## config.mk

```make
export PLATFORM = sky130hd
export DESIGN_NAME = uart_rx_param
export DESIGN_NICKNAME = d
export VERILOG_FILES = /design/src/rtl/uart_rx_pkg.sv /design/src/rtl/uart_rx_fifo.sv /design/src/rtl/uart_rx_param.sv
export SDC_FILE = /design/constraint.sdc
export NUM_CORES = 1
export LEC_CHECK = 0
export CORE_MARGIN = 5
export CORE_UTILIZATION = 55
export DETAILED_ROUTE_END_ITERATION = 16
export PLACE_DENSITY_LB_ADDON = 0.12
export SYNTH_ARGS = -nofsm -noshare
export SYNTH_HDL_FRONTEND = slang
export SYNTH_SLANG_ARGS = --single-unit
```

## constraint.sdc

```tcl
create_clock -name clk -period 3.9 [get_ports clk]
set_input_delay 0.78 -clock clk [delete_from_list [all_inputs] [get_ports clk]]
set_output_delay 0.78 -clock clk [all_outputs]
set_load 0.01 [all_outputs]
```

## src/rtl/uart_rx_pkg.sv

```systemverilog
// Shared definitions for the parametrised UART receive path.
// Holds the receive-FSM state encoding and helpers that turn the
// oversample ratio into the three majority-vote sample positions.
package uart_rx_pkg;

  // FSM states; encodings are driven straight onto the debug state port
  typedef enum logic [2:0] {
    IDLE      = 3'd0,
    START     = 3'd1,
    DATA      = 3'd2,
    PARITY    = 3'd3,
    STOP      = 3'd4,
    WAIT_IDLE = 3'd5
  } rx_state_t;

  localparam int OVERSAMPLE_DEFAULT = 16;

  // Sample positions inside a bit, centred on the middle tick
  function automatic int sampleLo(input int os);
    return os / 2 - 1;
  endfunction

  function automatic int sampleMid(input int os);
    return os / 2;
  endfunction

  // The vote is decided on this tick
  function automatic int sampleHi(input int os);
    return os / 2 + 1;
  endfunction

endpackage

```

## src/rtl/uart_rx_fifo.sv

```systemverilog
// Generic synchronous first-word-fall-through FIFO.
// Ports:
//   clk, reset      clock and asynchronous active-high reset
//   push, wr_data   write request and entry
//   pop             read request, ignored when empty
//   rd_data         head entry (zero when empty)
//   full, empty     status flags
//   count           occupancy, 0..DEPTH
module uart_rx_fifo
  import uart_rx_pkg::*;
#(
  parameter int WIDTH = 8,
  parameter int DEPTH = 8
) (
  input  logic                     clk,
  input  logic                     reset,
  input  logic                     push,
  input  logic [WIDTH-1:0]         wr_data,
  input  logic                     pop,
  output logic [WIDTH-1:0]         rd_data,
  output logic                     full,
  output logic                     empty,
  output logic [$clog2(DEPTH):0]   count
);

  localparam int AW = $clog2(DEPTH);
  localparam int CW = AW + 1;

  logic [WIDTH-1:0] mem_q [DEPTH];
  logic [AW-1:0]    wrPtr_q, rdPtr_q;
  logic [CW-1:0]    count_q;
  logic             doPush, doPop;

  assign empty = (count_q == '0);
  assign full  = (count_q == CW'(DEPTH));
  assign count = count_q;

  // A pop frees the slot a same-cycle push needs, so push-when-full is
  // accepted only alongside a real pop.
  assign doPop  = pop && !empty;
  assign doPush = push && (!full || doPop);

  // Head entry is read straight from the registered read pointer
  assign rd_data = empty ? '0 : mem_q[rdPtr_q];

  // Storage array carries no reset; entries are only observed when valid
  always_ff @(posedge clk) begin
    if (doPush) begin
      mem_q[wrPtr_q] <= wr_data;
    end
  end

  // Pointers wrap naturally because DEPTH is a power of two
  always_ff @(posedge clk or posedge reset) begin
    if (reset) begin
      wrPtr_q <= '0;
      rdPtr_q <= '0;
      count_q <= '0;
    end else begin
      if (doPush) wrPtr_q <= wrPtr_q + AW'(1);
      if (doPop)  rdPtr_q <= rdPtr_q + AW'(1);
      case ({doPush, doPop})
        2'b10:   count_q <= count_q + CW'(1);
        2'b01:   count_q <= count_q - CW'(1);
        default: count_q <= count_q;
      endcase
    end
  end

endmodule

```

## src/rtl/uart_rx_param.sv

```systemverilog
// Parametrised UART receiver: baud tick generator, 2-FF synchroniser,
// majority-vote oversampling FSM and a FWFT FIFO of {ferr, perr, data}.
// Ports:
//   clk, reset                   clock, asynchronous active-high reset
//   baud_div                     clk cycles per oversample tick minus 1
//   rx_in                        serial line, idle high
//   parity_en, parity_odd, stop2 frame format, latched per frame
//   rd_en, clr_overrun           FIFO pop, overrun clear
//   rd_data, rd_perr, rd_ferr    FIFO head entry
//   fifo_empty/full/count        FIFO status
//   overrun                      sticky frame-dropped flag
//   break_det                    one-clk break pulse
//   state                        FSM state for debug
module uart_rx_param
  import uart_rx_pkg::*;
#(
  parameter int DATA_BITS  = 8,
  parameter int OVERSAMPLE = OVERSAMPLE_DEFAULT,
  parameter int FIFO_DEPTH = 8,
  parameter int DIV_W      = 16
) (
  input  logic                          clk,
  input  logic                          reset,
  input  logic [DIV_W-1:0]              baud_div,
  input  logic                          rx_in,
  input  logic                          parity_en,
  input  logic                          parity_odd,
  input  logic                          stop2,
  input  logic                          rd_en,
  input  logic                          clr_overrun,
  output logic [DATA_BITS-1:0]          rd_data,
  output logic                          rd_perr,
  output logic                          rd_ferr,
  output logic                          fifo_empty,
  output logic                          fifo_full,
  output logic [$clog2(FIFO_DEPTH):0]   fifo_count,
  output logic                          overrun,
  output logic                          break_det,
  output logic [2:0]                    state
);

  localparam int SCW = $clog2(OVERSAMPLE);
  localparam int BCW = $clog2(DATA_BITS + 1);
  localparam logic [SCW-1:0] SMP_LO   = SCW'(sampleLo(OVERSAMPLE));
  localparam logic [SCW-1:0] SMP_MID  = SCW'(sampleMid(OVERSAMPLE));
  localparam logic [SCW-1:0] SMP_HI   = SCW'(sampleHi(OVERSAMPLE));
  localparam logic [SCW-1:0] SUB_LAST = SCW'(OVERSAMPLE - 1);
  localparam logic [BCW-1:0] BIT_LAST = BCW'(DATA_BITS - 1);

  logic [DIV_W-1:0]     divCnt_q, divLim_q;
  logic                 tick;
  logic                 sync1_q, sync2_q, rxs;
  rx_state_t            state_q;
  logic [SCW-1:0]       subCnt_q;
  logic [BCW-1:0]       bitCnt_q;
  logic [DATA_BITS-1:0] dataSh_q;
  logic                 s0_q, s1_q, perr_q, ferr_q;
  logic                 parEn_q, parOdd_q, stop2_q;
  logic                 break_q, overrun_q;
  logic                 voted, lastStop, frameDone, frameFerr;
  logic [DATA_BITS+1:0] wrEntry, rdEntry;

  // Divisor is reloaded only at wrap so a mid-period change never
  // produces a short or skipped tick.
  assign tick = (divCnt_q == divLim_q);

  always_ff @(posedge clk or posedge reset) begin
    if (reset) begin
      divCnt_q <= '0;
      divLim_q <= '0;
    end else if (tick) begin
      divCnt_q <= '0;
      divLim_q <= baud_div;
    end else begin
      divCnt_q <= divCnt_q + DIV_W'(1);
    end
  end

  // Flops preset to the idle level so reset never looks like a start bit
  always_ff @(posedge clk or posedge reset) begin
    if (reset) begin
      sync1_q <= 1'b1;
      sync2_q <= 1'b1;
    end else begin
      sync1_q <= rx_in;
      sync2_q <= sync1_q;
    end
  end

  assign rxs = sync2_q;

  // Third sample is the live line value on the decision tick
  assign voted     = (s0_q & s1_q) | (s0_q & rxs) | (s1_q & rxs);
  assign lastStop  = stop2_q ? (bitCnt_q == BCW'(1)) : (bitCnt_q == '0);
  assign frameDone = tick && (state_q == STOP) && (subCnt_q == SMP_HI) && lastStop;
  assign frameFerr = ferr_q | ~voted;
  assign wrEntry   = {frameFerr, perr_q, dataSh_q};

  // Receive FSM; every transition is qualified by the oversample tick
  always_ff @(posedge clk or posedge reset) begin
    if (reset) begin
      state_q  <= IDLE;
      subCnt_q <= '0;
      bitCnt_q <= '0;
      dataSh_q <= '0;
      s0_q     <= 1'b1;
      s1_q     <= 1'b1;
      perr_q   <= 1'b0;
      ferr_q   <= 1'b0;
      parEn_q  <= 1'b0;
      parOdd_q <= 1'b0;
      stop2_q  <= 1'b0;
      break_q  <= 1'b0;
    end else begin
      break_q <= 1'b0;
      if (tick) begin
        subCnt_q <= (subCnt_q == SUB_LAST) ? '0 : subCnt_q + SCW'(1);
        if (subCnt_q == SMP_LO)  s0_q <= rxs;
        if (subCnt_q == SMP_MID) s1_q <= rxs;
        case (state_q)
          IDLE: begin
            // The detecting tick counts as sub-count 0 of the start bit
            subCnt_q <= SCW'(1);
            if (!rxs) state_q <= START;
          end
          START: begin
            if (subCnt_q == SMP_HI && voted) begin
              state_q <= IDLE;
            end else if (subCnt_q == SUB_LAST) begin
              state_q  <= DATA;
              bitCnt_q <= '0;
              perr_q   <= 1'b0;
              ferr_q   <= 1'b0;
              parEn_q  <= parity_en;
              parOdd_q <= parity_odd;
              stop2_q  <= stop2;
            end
          end
          DATA: begin
            if (subCnt_q == SMP_HI) dataSh_q <= {voted, dataSh_q[DATA_BITS-1:1]};
            if (subCnt_q == SUB_LAST) begin
              if (bitCnt_q == BIT_LAST) begin
                bitCnt_q <= '0;
                state_q  <= parEn_q ? PARITY : STOP;
              end else begin
                bitCnt_q <= bitCnt_q + BCW'(1);
              end
            end
          end
          PARITY: begin
            if (subCnt_q == SMP_HI) perr_q <= parEn_q & (voted != (^dataSh_q ^ parOdd_q));
            if (subCnt_q == SUB_LAST) state_q <= STOP;
          end
          STOP: begin
            if (subCnt_q == SMP_HI) begin
              if (lastStop) begin
                state_q <= frameFerr ? WAIT_IDLE : IDLE;
                break_q <= frameFerr && (dataSh_q == '0);
              end else if (!voted) begin
                ferr_q <= 1'b1;
              end
            end
            if (subCnt_q == SUB_LAST) bitCnt_q <= bitCnt_q + BCW'(1);
          end
          WAIT_IDLE: begin
            if (rxs) state_q <= IDLE;
          end
          default: state_q <= IDLE;
        endcase
      end
    end
  end

  // Set wins over clear; a drop needs full with no pop freeing a slot
  always_ff @(posedge clk or posedge reset) begin
    if (reset) begin
      overrun_q <= 1'b0;
    end else if (frameDone && fifo_full && !rd_en) begin
      overrun_q <= 1'b1;
    end else if (clr_overrun) begin
      overrun_q <= 1'b0;
    end
  end

  uart_rx_fifo #(
    .WIDTH (DATA_BITS + 2),
    .DEPTH (FIFO_DEPTH)
  ) uFifo (
    .clk     (clk),
    .reset   (reset),
    .push    (frameDone),
    .wr_data (wrEntry),
    .pop     (rd_en),
    .rd_data (rdEntry),
    .full    (fifo_full),
    .empty   (fifo_empty),
    .count   (fifo_count)
  );

  assign rd_data   = rdEntry[DATA_BITS-1:0];
  assign rd_perr   = rdEntry[DATA_BITS];
  assign rd_ferr   = rdEntry[DATA_BITS+1];
  assign overrun   = overrun_q;
  assign break_det = break_q;
  assign state     = state_q;

endmodule
```

==> metrics.txt, run 1 <==
antenna violations before repair 0; n_diodes 0; H-tree depth 4; setup TNS 0 ps; nets roughly 580; post-DR wirelength/cell about 18 um; gpl congestion between 0.8 and 0.9; Slew HR ~50%; Final Skew ~6.5 ps; area leader, netlist edfxtp_1; Placed Cells incl. Taps roughly 680; sequential fraction of the synthesis area 61.33%; Hold EP rxs$_DFF_PP1_; CP Max Fanout 8; layout cells sized above 1 20.07%; Syn Inst Count roughly 480; drt drc 0; Power Density between 400 and 500 nW/um^2; FF/Latch Area 4209 um^2; Hold Path Depth 0; FP Rows 40; Overall Power 3.992 mW; Post-CTS Hold Fix Bufs 0; average cell area after synthesis 14.39 um^2; DRT iter0 DRCs approximately 210; Post-synth EDFFs 80; CP startpoint kind flip-flop; largest net degree at the start of global routing 57; Port Buffer Count 44; Worst Path Arrival 2550 ps; top cell type's share of synthesized area a little over a third; static leakage 3.204 nW; top cells by area, synth edfxtp_1 (35%), dfrtp_1 (25%), mux4_2 (6.6%), mux2_2 (4.8%), xnor2_1 (3.6%); Top FF cell, synth edfxtp_1; Period minus WS final approximately 3300 ps; r2r endpoint uFifo.count[2]$_DFFE_PP0P_; total global-route track usage 19.14%; critical path class flip-flop to output port; Least-Margin Pin Slew between 700 and 800 ps; Final period util a little under nine tenths; Worst R2R Path Depth 14; initial core utilization roughly 57%; final WL 12670 um; core area between 10000 and 15000 um^2; status finished clean; Die W between 100 and 150 um; DIE AREA between 10000 and 15000 um^2; Final Hold Viols 0; io pins 45; RSZ-0062 raised after global routing no; clock root buffer clkbuf_16; most frequent cell after synthesis edfxtp_1; routed vias/inst 5.524; Detail Placement HPWL ~8600 um; clk buf depth 2; Num Clock Sinks about 150; asr flop ratio synth 47.37%; Max Clk Rate 0.3006 GHz; vias after detailed routing around 4000; final worst setup slack ~570 ps; CTS tree done; GRT overflow 0; First-pass DRT Iterations 4; Routed Antenna Nets 0; clock buffer count from CTS 17; CP startpoint uFifo.rdPtr_q[0]$_DFFE_PP0P_; worst flop-to-flop path startpoint subCnt_q[1]$_DFFE_PP0N_; yosys warns 0; worst slack at placement 758.4 ps; synthesized flop and latch total between 150 and 200; # Post-CTS Setup Buffers 0; first-pass GRT wire length 21550 um; worst skew pair latency about 420 ps; Distinct cells, synth 54; Finished Layout Cells a little over 700; Max Slew Vio Count 0; Tightest Hold Check Type flip-flop to flip-flop; Multi-input gate area approximately 2500 um^2; syn nets ~520; Die Y ~120 um; hold_sp sync1_q$_DFF_PP1_; required time worst endpoint 3120 ps; Final Core Density 67.08%; Worst VDD drop about 0.00031 V; vias in the first global route around 4200; Worst-path clk slew 60 ps; area grow syn2layout 18.38%; CP Capture Type output port; CTS resizes 0; max_cap viols 0; Post-synth top cells edfxtp_1 (80), dfrtp_1 (68), nor2_1 (36); post-synthesis instance area roughly 7000 um^2; fillers between 900 and 1000; Final Setup Violations 0; reg2reg setup slack between 700 and 800 ps
==> final cells by class <==
cell class / count / area share, %
clock buffer: 18 / 5.283
sequential: 152 / 51.81
timing repair buffer: 58 / 6.869
clock inverter: 14 / 1.864
multi-input combinational: 287 / 30.71
inverter: 19 / 0.8779
tap: 168 / 2.587
==> where the power goes <==
| group | switching (mW) | internal, mW | leakage (nW) | total (mW) |
|---|---|---|---|---|
| Combinational | 0.199 | 0.300 | 1.14 | 0.499 |
| Sequential | 0.172 | 1.75 | 1.80 | 1.92 |
| Clock | 0.631 | 0.943 | 0.268 | 1.57 |
==> critical path, stage by stage, from the launching register on <==
cell and delay (ps):
dfrtp_1 610, buf_4 280, mux4_2 520, mux2i_1 180, nor2_1 60, clkdlybuf4s50_1 480
==> through the flow <==
| step | area [um^2] | hold WS [ps] |
|---|---|---|
| global route | 8124 | 368.3 |
| global placement | 7543 | 349.4 |
| finish | 8124 | 356.7 |
| detailed placement | 7543 | 349.8 |
| CTS | 8124 | 359.0 |
| floorplan | 6863 | 345.2 |
==> sequential cells by signal (all words and copies together), names as in the netlist, 3 cells and up <==
register	cells
uFifo.mem_q	80
divCnt_q	16
divLim_q	16
dataSh_q	8
bitCnt_q	4
subCnt_q	4
uFifo.count	4
state	3
uFifo.rdPtr_q	3
uFifo.wrPtr_q	3
==> kinds of logic after synthesis <==
| family | synth area share, % |
|---|---|
| muxes | 14.26 |
| xor gates and xnor gates | 5.233 |
| DFF | 61.33 |
| AOI/OAI and AO/OA | 3.355 |
| buffers and inverters | 2.534 |
| and+or+nand+nor | 10.23 |
| adders and majority gates | 3.063 |
==> placed cells by master (no fill, tap or decap), drive strengths merged, types with 3 or more instances in the layout <==
master	Yosys	final
inv	19	20
buf	11	14
nor3	8	8
nor2	36	36
xnor2	28	28
nand4b	3	3
nand4	8	8
xor2	13	13
nor4	3	3
a21oi	10	10
nand3	14	14
mux4	20	20
o21ai	10	10
edfxtp	80	80
nand2b	10	10
clkinvlp	0	5
dfstp	4	4
nand3b	4	4
mux2i	19	19
nand2	16	16
and3	6	6
clkinv	0	6
mux2	30	30
clkbuf	8	18
clkdlybuf4s50	0	44
nor2b	3	3
or3	4	4
ha	16	16
nor3b	3	3
dfrtp	68	68
==> worst max path at each step <==
stage                     depth (start not counted)                         end  slack, ps
after floorplan                                  15  uFifo.count[2]$_DFFE_PP0P_       1170
after global placement                           11  uFifo.count[2]$_DFFE_PP0P_        820
after detailed placement                         11  uFifo.count[2]$_DFFE_PP0P_        760
after CTS                                         5                  rd_data[4]        490
after global routing                              5                  rd_data[4]        360
final                                             5                  rd_data[7]        570
==> per-layer routing <==
metal	global-route usage, %	vias to the layer above	wire length (um)
li1	-	1867	-
met1	24.50	2008	5528
met2	32.12	74	6609
met3	4.875	6	455
met4	6.303	0	72
met5	0	-	0
(Power assumes the default switching activity.)
==> inputs of run 2 (changes only) <==
--- a/config.mk
+++ b/config.mk
@@ -7,8 +7,11 @@
 export LEC_CHECK = 0
 export CORE_MARGIN = 5
 export CORE_UTILIZATION = 55
+export CTS_CLUSTER_SIZE = 10
 export DETAILED_ROUTE_END_ITERATION = 16
+export GPL_TIMING_DRIVEN = 0
 export PLACE_DENSITY_LB_ADDON = 0.12
+export SLEW_MARGIN = 20
 export SYNTH_ARGS = -nofsm -noshare
 export SYNTH_HDL_FRONTEND = slang
 export SYNTH_SLANG_ARGS = --single-unit
==> run 2 against run 1 <==
Worst setup slack worse by 120 ps; combinational power up 18%; highest routed layer unchanged; utilization up 0.33 points; sequential power down 4%; clock power up 4%; sequential share of layout area down 0.25 points.
==> metrics.txt, run 2 (synthesis gave the netlist of run 1 again) <==
Largest Register uFifo.mem_q (unchanged); FP Rows 40 (unchanged); status finished clean (unchanged); max_cap viols 0 (unchanged); critical path class flip-flop to output port (unchanged); CP Max Fanout 10 (was 8); Die W 121.7 um (unchanged); largest net degree at the start of global routing 54 (was 57); First-pass DRT Iterations 4 (unchanged); Hold Path Depth 0 (unchanged); Multi-input gate area 2492 um^2 (was 2495 um^2); Overall Power 4.056 mW (was 3.992 mW); Worst Path Arrival 2660 ps (was 2550 ps); nets 583 (was 575); DIE AREA 14810 um^2 (unchanged); leading cell type in the layout, fill and taps excluded edfxtp_1 (unchanged); Max Slew Vio Count 0 (unchanged); Max Clk Rate 0.2903 GHz (was 0.3006 GHz); Largest register FFs 80 (unchanged); initial core utilization 56.66% (unchanged); critical path's slowest cell nor4_1 (was dfrtp_1); CTS tree done (unchanged); final WL 13080 um (was 12670 um); required time worst endpoint 3120 ps (about the same); clk buf depth 2 (unchanged); GR Util met2 31.36% (was 32.12%); worst flop-to-flop path startpoint divCnt_q[2]$_DFF_PP0_ (was subCnt_q[1]$_DFFE_PP0N_); Slew HR 26.33% (was 50.46%); static leakage 3.220 nW (was 3.204 nW); fillers 894 (was 912); io pins 45 (unchanged); vias after detailed routing 4036 (was 3955); CP peak stage delay 530 ps (was 610 ps); core area 12110 um^2 (unchanged); RSZ-0062 raised after global routing no (unchanged); Detail Placement HPWL 8701 um (was 8632 um); DRT iter0 DRCs 296 (was 214); r2r endpoint uFifo.count[2]$_DFFE_PP0P_ (unchanged); vias in the first global route 4118 (was 4199); routed vias/inst 5.582 (was 5.524); Num Clock Sinks 152 (unchanged); area grow syn2layout 18.96% (was 18.38%); post-DR wirelength/cell 18.10 um (was 17.69 um); Final Skew 8.097 ps (was 6.503 ps); biggest regs uFifo.mem_q: 80 flops, divCnt_q: 16 flops, divLim_q: 16 flops (unchanged); Worst VDD drop 0.0003007 V (was 0.0003096 V); Worst R2R Path Depth 13 (was 14); grt met1 use 25.46% (was 24.50%); most frequent cells in the layout edfxtp_1 (80), dfrtp_1 (68), clkdlybuf4s50_1 (44), nor2_1 (35), mux2_2 (29) (was edfxtp_1 (80), dfrtp_1 (68), clkdlybuf4s50_1 (44), nor2_1 (36), mux2_2 (29)); gpl congestion 0.8476 (was 0.8009); Final period util 88.32% (was 85.29%); Routed Antenna Nets 0 (unchanged); Least-Margin Pin Slew 1101 ps (was 743.1 ps); Power Density 496.8 nW/um^2 (was 491.4 nW/um^2); GRT overflow 0 (unchanged); Port Buffer Count 44 (unchanged); worst skew pair latency 420 ps (about the same); most used cell along the critical path clkbuf_1; Tightest Hold Check Type flip-flop to flip-flop (unchanged); Die Y 121.7 um (unchanged); layout cells sized above 1 19.28% (was 20.07%); Worst-path clk slew 60 ps (about the same); met3 usage 4.503% (was 4.875%); Period minus WS final 3444 ps (was 3326 ps); clock buffer count from CTS 17 (unchanged); reg2reg setup slack 720 ps (was 790 ps); n_diodes 0 (unchanged); drt drc 0 (unchanged); first-pass GRT wire length 21740 um (was 21550 um); CTS resizes 0 (unchanged); hold_sp sync1_q$_DFF_PP1_ (unchanged); CP Capture Type output port (unchanged); FF/Latch Area 4209 um^2 (unchanged); clock root buffer clkbuf_16 (unchanged); total global-route track usage 19.24% (was 19.14%); setup TNS 0 ps (unchanged); Final Hold Viols 0 (unchanged); crit-path cells clkbuf_1, nor4_1, clkbuf_1, nor2_1, clkdlybuf4s50_1 (was buf_4, mux4_2, mux2i_1, nor2_1, clkdlybuf4s50_1); Post-CTS Hold Fix Bufs 0 (unchanged); GR peak layer met2 (unchanged); H-tree depth 4 (unchanged); Final Setup Violations 0 (unchanged); antenna violations before repair 0 (unchanged); CP startpoint kind flip-flop (unchanged); Hold EP rxs$_DFF_PP1_ (unchanged); # Post-CTS Setup Buffers 0 (unchanged)
run 2: where the power goes:
group / total, mW / leakage, nW / internal (mW) / switching (mW)
clock network: 1.63 / 0.278 / 1.00 / 0.629
registers: 1.84 / 1.80 / 1.75 / 0.0862
logic: 0.590 / 1.15 / 0.294 / 0.296
run 2: through the flow:
step                      std cells  setup WS [ps]  hold WS [ps]  utilization (%)  area, um^2
after floorplan                 477           1175         345.2                -        6863
after global placement          689          30.93         350.0            62.04        7513
after detailed placement        692          634.2         349.5            62.55        7576
after CTS                       723          430.0         360.0            67.39        8162
after global routing            723          329.1         363.6            67.41        8164
final                           723          455.5         357.4            67.41        8164
run 2: per-layer routing:
metal | vias to the layer above | wire (um)
met3 | 20 | 505
met4 | 0 | 212
met1 | 2017 | 5730
li1 | 1896 | -
met2 | 103 | 6634
met5 | - | 0
run 2: final cells by class:
class | instances | area share, %
clock buffer | 19 | 5.303
clock inverter | 12 | 1.870
tap | 168 | 2.575
multi-input combinational | 287 | 30.53
sequential | 152 | 51.56
buffer | 19 | 1.257
timing repair buffer | 47 | 6.008
inverter | 19 | 0.9042
run 2: how the worst max path moves through the flow:
stage	startpoint	to	slack, ps	cells past startpoint
2_1_floorplan	subCnt_q[1]$_DFFE_PP0N_	uFifo.count[2]$_DFFE_PP0P_	1170	15
3_3_place_gp	reset	uFifo.count[3]$_DFFE_PP0P_	30	2
3_5_place_dp	rd_en	uFifo.count[2]$_DFFE_PP0P_	630	11
4_1_cts	uFifo.count[1]$_DFFE_PP0P_	rd_perr	430	5
5_1_grt	uFifo.count[1]$_DFFE_PP0P_	rd_perr	330	5
6_report	uFifo.count[1]$_DFFE_PP0P_	rd_perr	460	5
run 2: worst max-delay path: cells and delay by family (launching register included):
kind                   cells  cell delay (ps)
flip-flops                 1              370
buffers and inverters      3             1190
AND/OR/NAND/NOR            2              680
==> inputs of run 3 (changes only) <==
--- a/config.mk
+++ b/config.mk
@@ -5,6 +5,7 @@
 export SDC_FILE = /design/constraint.sdc
 export NUM_CORES = 1
 export LEC_CHECK = 0
+export ABC_CLOCK_PERIOD_IN_PS = 3900
 export CORE_MARGIN = 5
 export CORE_UTILIZATION = 55
 export CTS_CLUSTER_SIZE = 10
==> results of run 3 <==
The final DEF is identical to that of run 2; final timing and power are the same.
==> RTL edit: new RTL, settings of run 1 <==
Put a register stage on the output `fifo_count`, cleared by the reset. The value now appears one clock later. The other outputs are not delayed to match.
--- a/src/rtl/uart_rx_param.sv
+++ b/src/rtl/uart_rx_param.sv
@@ -49,2 +49,4 @@
 
+  logic [$clog2(FIFO_DEPTH):0] fifo_count_d;
+
   logic [DIV_W-1:0]     divCnt_q, divLim_q;
@@ -196,3 +198,3 @@
     .empty   (fifo_empty),
-    .count   (fifo_count)
+    .count   (fifo_count_d)
   );
@@ -206,2 +208,10 @@
 
+  always_ff @(posedge clk or posedge reset) begin
+    if (reset) begin
+      fifo_count <= '0;
+    end else begin
+      fifo_count <= fifo_count_d;
+    end
+  end
+
 endmodule
Function: no difference found for any inputs over 10 cycles, from zero or initial values and one cycle with reset high; that may be too few to reach the edited logic, so the function may still have changed.
==> RTL edit against run 1 <==
Area after synthesis is 2.0% higher. Setup slack improved by 77 ps. Design area increased by 1.0%. Power is 1.1% higher. Non-clock buffer count increased by 1. Sequential cell count rose by 4. Routed wire length down 0.11%. Via count is 0.38% lower. Worst hold slack improved by 6.0 ps. Global-route usage decreased by 0.38 points. Register-to-register slack improved by 300 ps. Largest power group unchanged. Highest routed layer unchanged.
==> RTL edit: results (changes against run 1) <==
* Result of the run: finished clean
* Most instantiated cells after synthesis: 80 x edfxtp_1, 72 x dfrtp_1, 40 x nor2_1, 32 x xnor2_1, 28 x mux2_2
* Number of cell instances on the worst register-to-register path at 12 (-2)
* Buffers from clock root to sink, at most at 2 (unchanged)
* Worst setup slack after placement at 833 ps (+74.8 ps)
* Highest achievable clock rate at 308 MHz (+2.4%)
* Worst reg-to-reg setup slack at 1090 ps (+300 ps)
* Largest fanout on the critical path at 20 (+12)
* Largest net degree at the start of global routing at 77 (+35%)
* Port Buffer Count at 44 (unchanged)
* Critical path's slowest cell: mux4_2
* CTS root buf: clkbuf_16
* Top flop regs: uFifo.mem_q (80), divCnt_q (16), divLim_q (16)
* Largest stage delay on the critical path at 570 ps (-40 ps)
* Count of filler cells inserted in the layout at 976 (+7.0%)
* Starting DRC count in detailed routing at 250 (+17%)
* Fraction of synthesis flops using an asynchronous set or reset pin at 0.487 (+0.0135)
* Setup skew after layout at 10.3 ps (+3.81 ps)
* Worst min path class: flop to flop
* Crit path DAT at 2470 ps (-80 ps)
* Via count of the first global-routing pass at 4142 (-1.4%)
* Yosys cell types at 53 (-1.9%)
* Portion of the post-synthesis area used by sequential elements at 0.616 (+0.00246)
* Via-to-Cell Ratio at 5.43 (-1.6%)
* Peak supply drop at 252 uV (-19%)
* Relative max-transition margin at 0.370 (-0.134)
* Largest cells by area after synthesis: edfxtp_1 34%, dfrtp_1 26%, mux4_2 6.4%, mux2_2 4.5%, xnor2_1 4.0%
* RD Place Congestion at 0.791 (-1.3%)
* Half-perimeter wire length after placement at 8.15 mm (-5.6%)
* Yosys warning total at 0 (unchanged)
* Final routed wire length divided by cell count at 17.5 um (-1.4%)
* Count of buffers added by post-CTS timing repair for setup at 0 (unchanged)
* Initial antenna violation count at 0 (unchanged)
* Nets in the synthesized netlist at 521 (+0.77%)
* First-pass GRT wire length at 21.4 mm (-0.83%)
* Switching share of power at 0.248 (-0.00318)
* Aggregate global-route resource usage at 0.188 (-0.00376)
* Startpoint of the most critical hold path: sync1_q
* Number of H-tree levels at 4 (unchanged)
* Leak Pwr at 3.25 nW (+1.5%)
* Nets at 580 (+0.87%)
* Share of layout cells above drive strength 1 at 0.186 (-0.0145)
* Fin Hold WS at 363 ps (+5.96 ps)
-- RTL edit: power groups by stage --
stage / registers, mW / clock network (mW) / logic, mW
after floorplan: 1.92 / 0 / 0.405
after global placement: 1.97 / 0 / 0.544
after detailed placement: 1.98 / 0 / 0.554
after CTS: 1.95 / 1.58 / 0.559
after global routing: 1.96 / 1.67 / 0.601
final: 1.94 / 1.55 / 0.543
-- RTL edit: how the worst min path moves through the flow --
stage               end  cells past startpoint
floorplan           rxs                      0
global placement    rxs                      0
detailed placement  rxs                      0
CTS                 rxs                      0
global route        rxs                      0
finish              rxs                      0
-- RTL edit: cell families (layout without fill, tap and decap cells) --
group / Yosys count / after routing / synth area share
buf+inv: 41 / 113 / 0.0308
compound gates: 35 / 35 / 0.0383
xor+xnor: 43 / 43 / 0.0538
simple gates: 120 / 120 / 0.0917
mux: 69 / 69 / 0.140
fa+ha+maj: 17 / 17 / 0.0300
flops: 156 / 156 / 0.616
-- RTL edit: final cells by class --
class | count | area, um^2 | share of cell area
clock buffer | 19 | 433 | 0.0528
clock inverter | 13 | 125 | 0.0152
inverter | 22 | 82.6 | 0.0101
multi-input combinational | 284 | 2490 | 0.303
sequential | 156 | 4310 | 0.525
tap | 172 | 215 | 0.0262
timing repair buffer | 59 | 553 | 0.0674
-- RTL edit: metrics by stage --
| stage | instance area [um^2] | util | cells |
|---|---|---|---|
| finish | 8210 | 0.653 | 725 |
| global route | 8210 | 0.653 | 725 |
| CTS | 8210 | 0.653 | 725 |
| detailed placement | 7650 | 0.609 | 693 |
| global placement | 7650 | 0.609 | 693 |
| floorplan | 7000 | - | 481 |
-- RTL edit: per-layer routing --
metal,vias to the layer above,GRT usage,wire length [um]
li1,1887,-,-
met1,1974,0.240,5530
met2,67,0.315,6490
met3,12,0.0438,502
met4,0,0.0672,124
met5,-,0,0
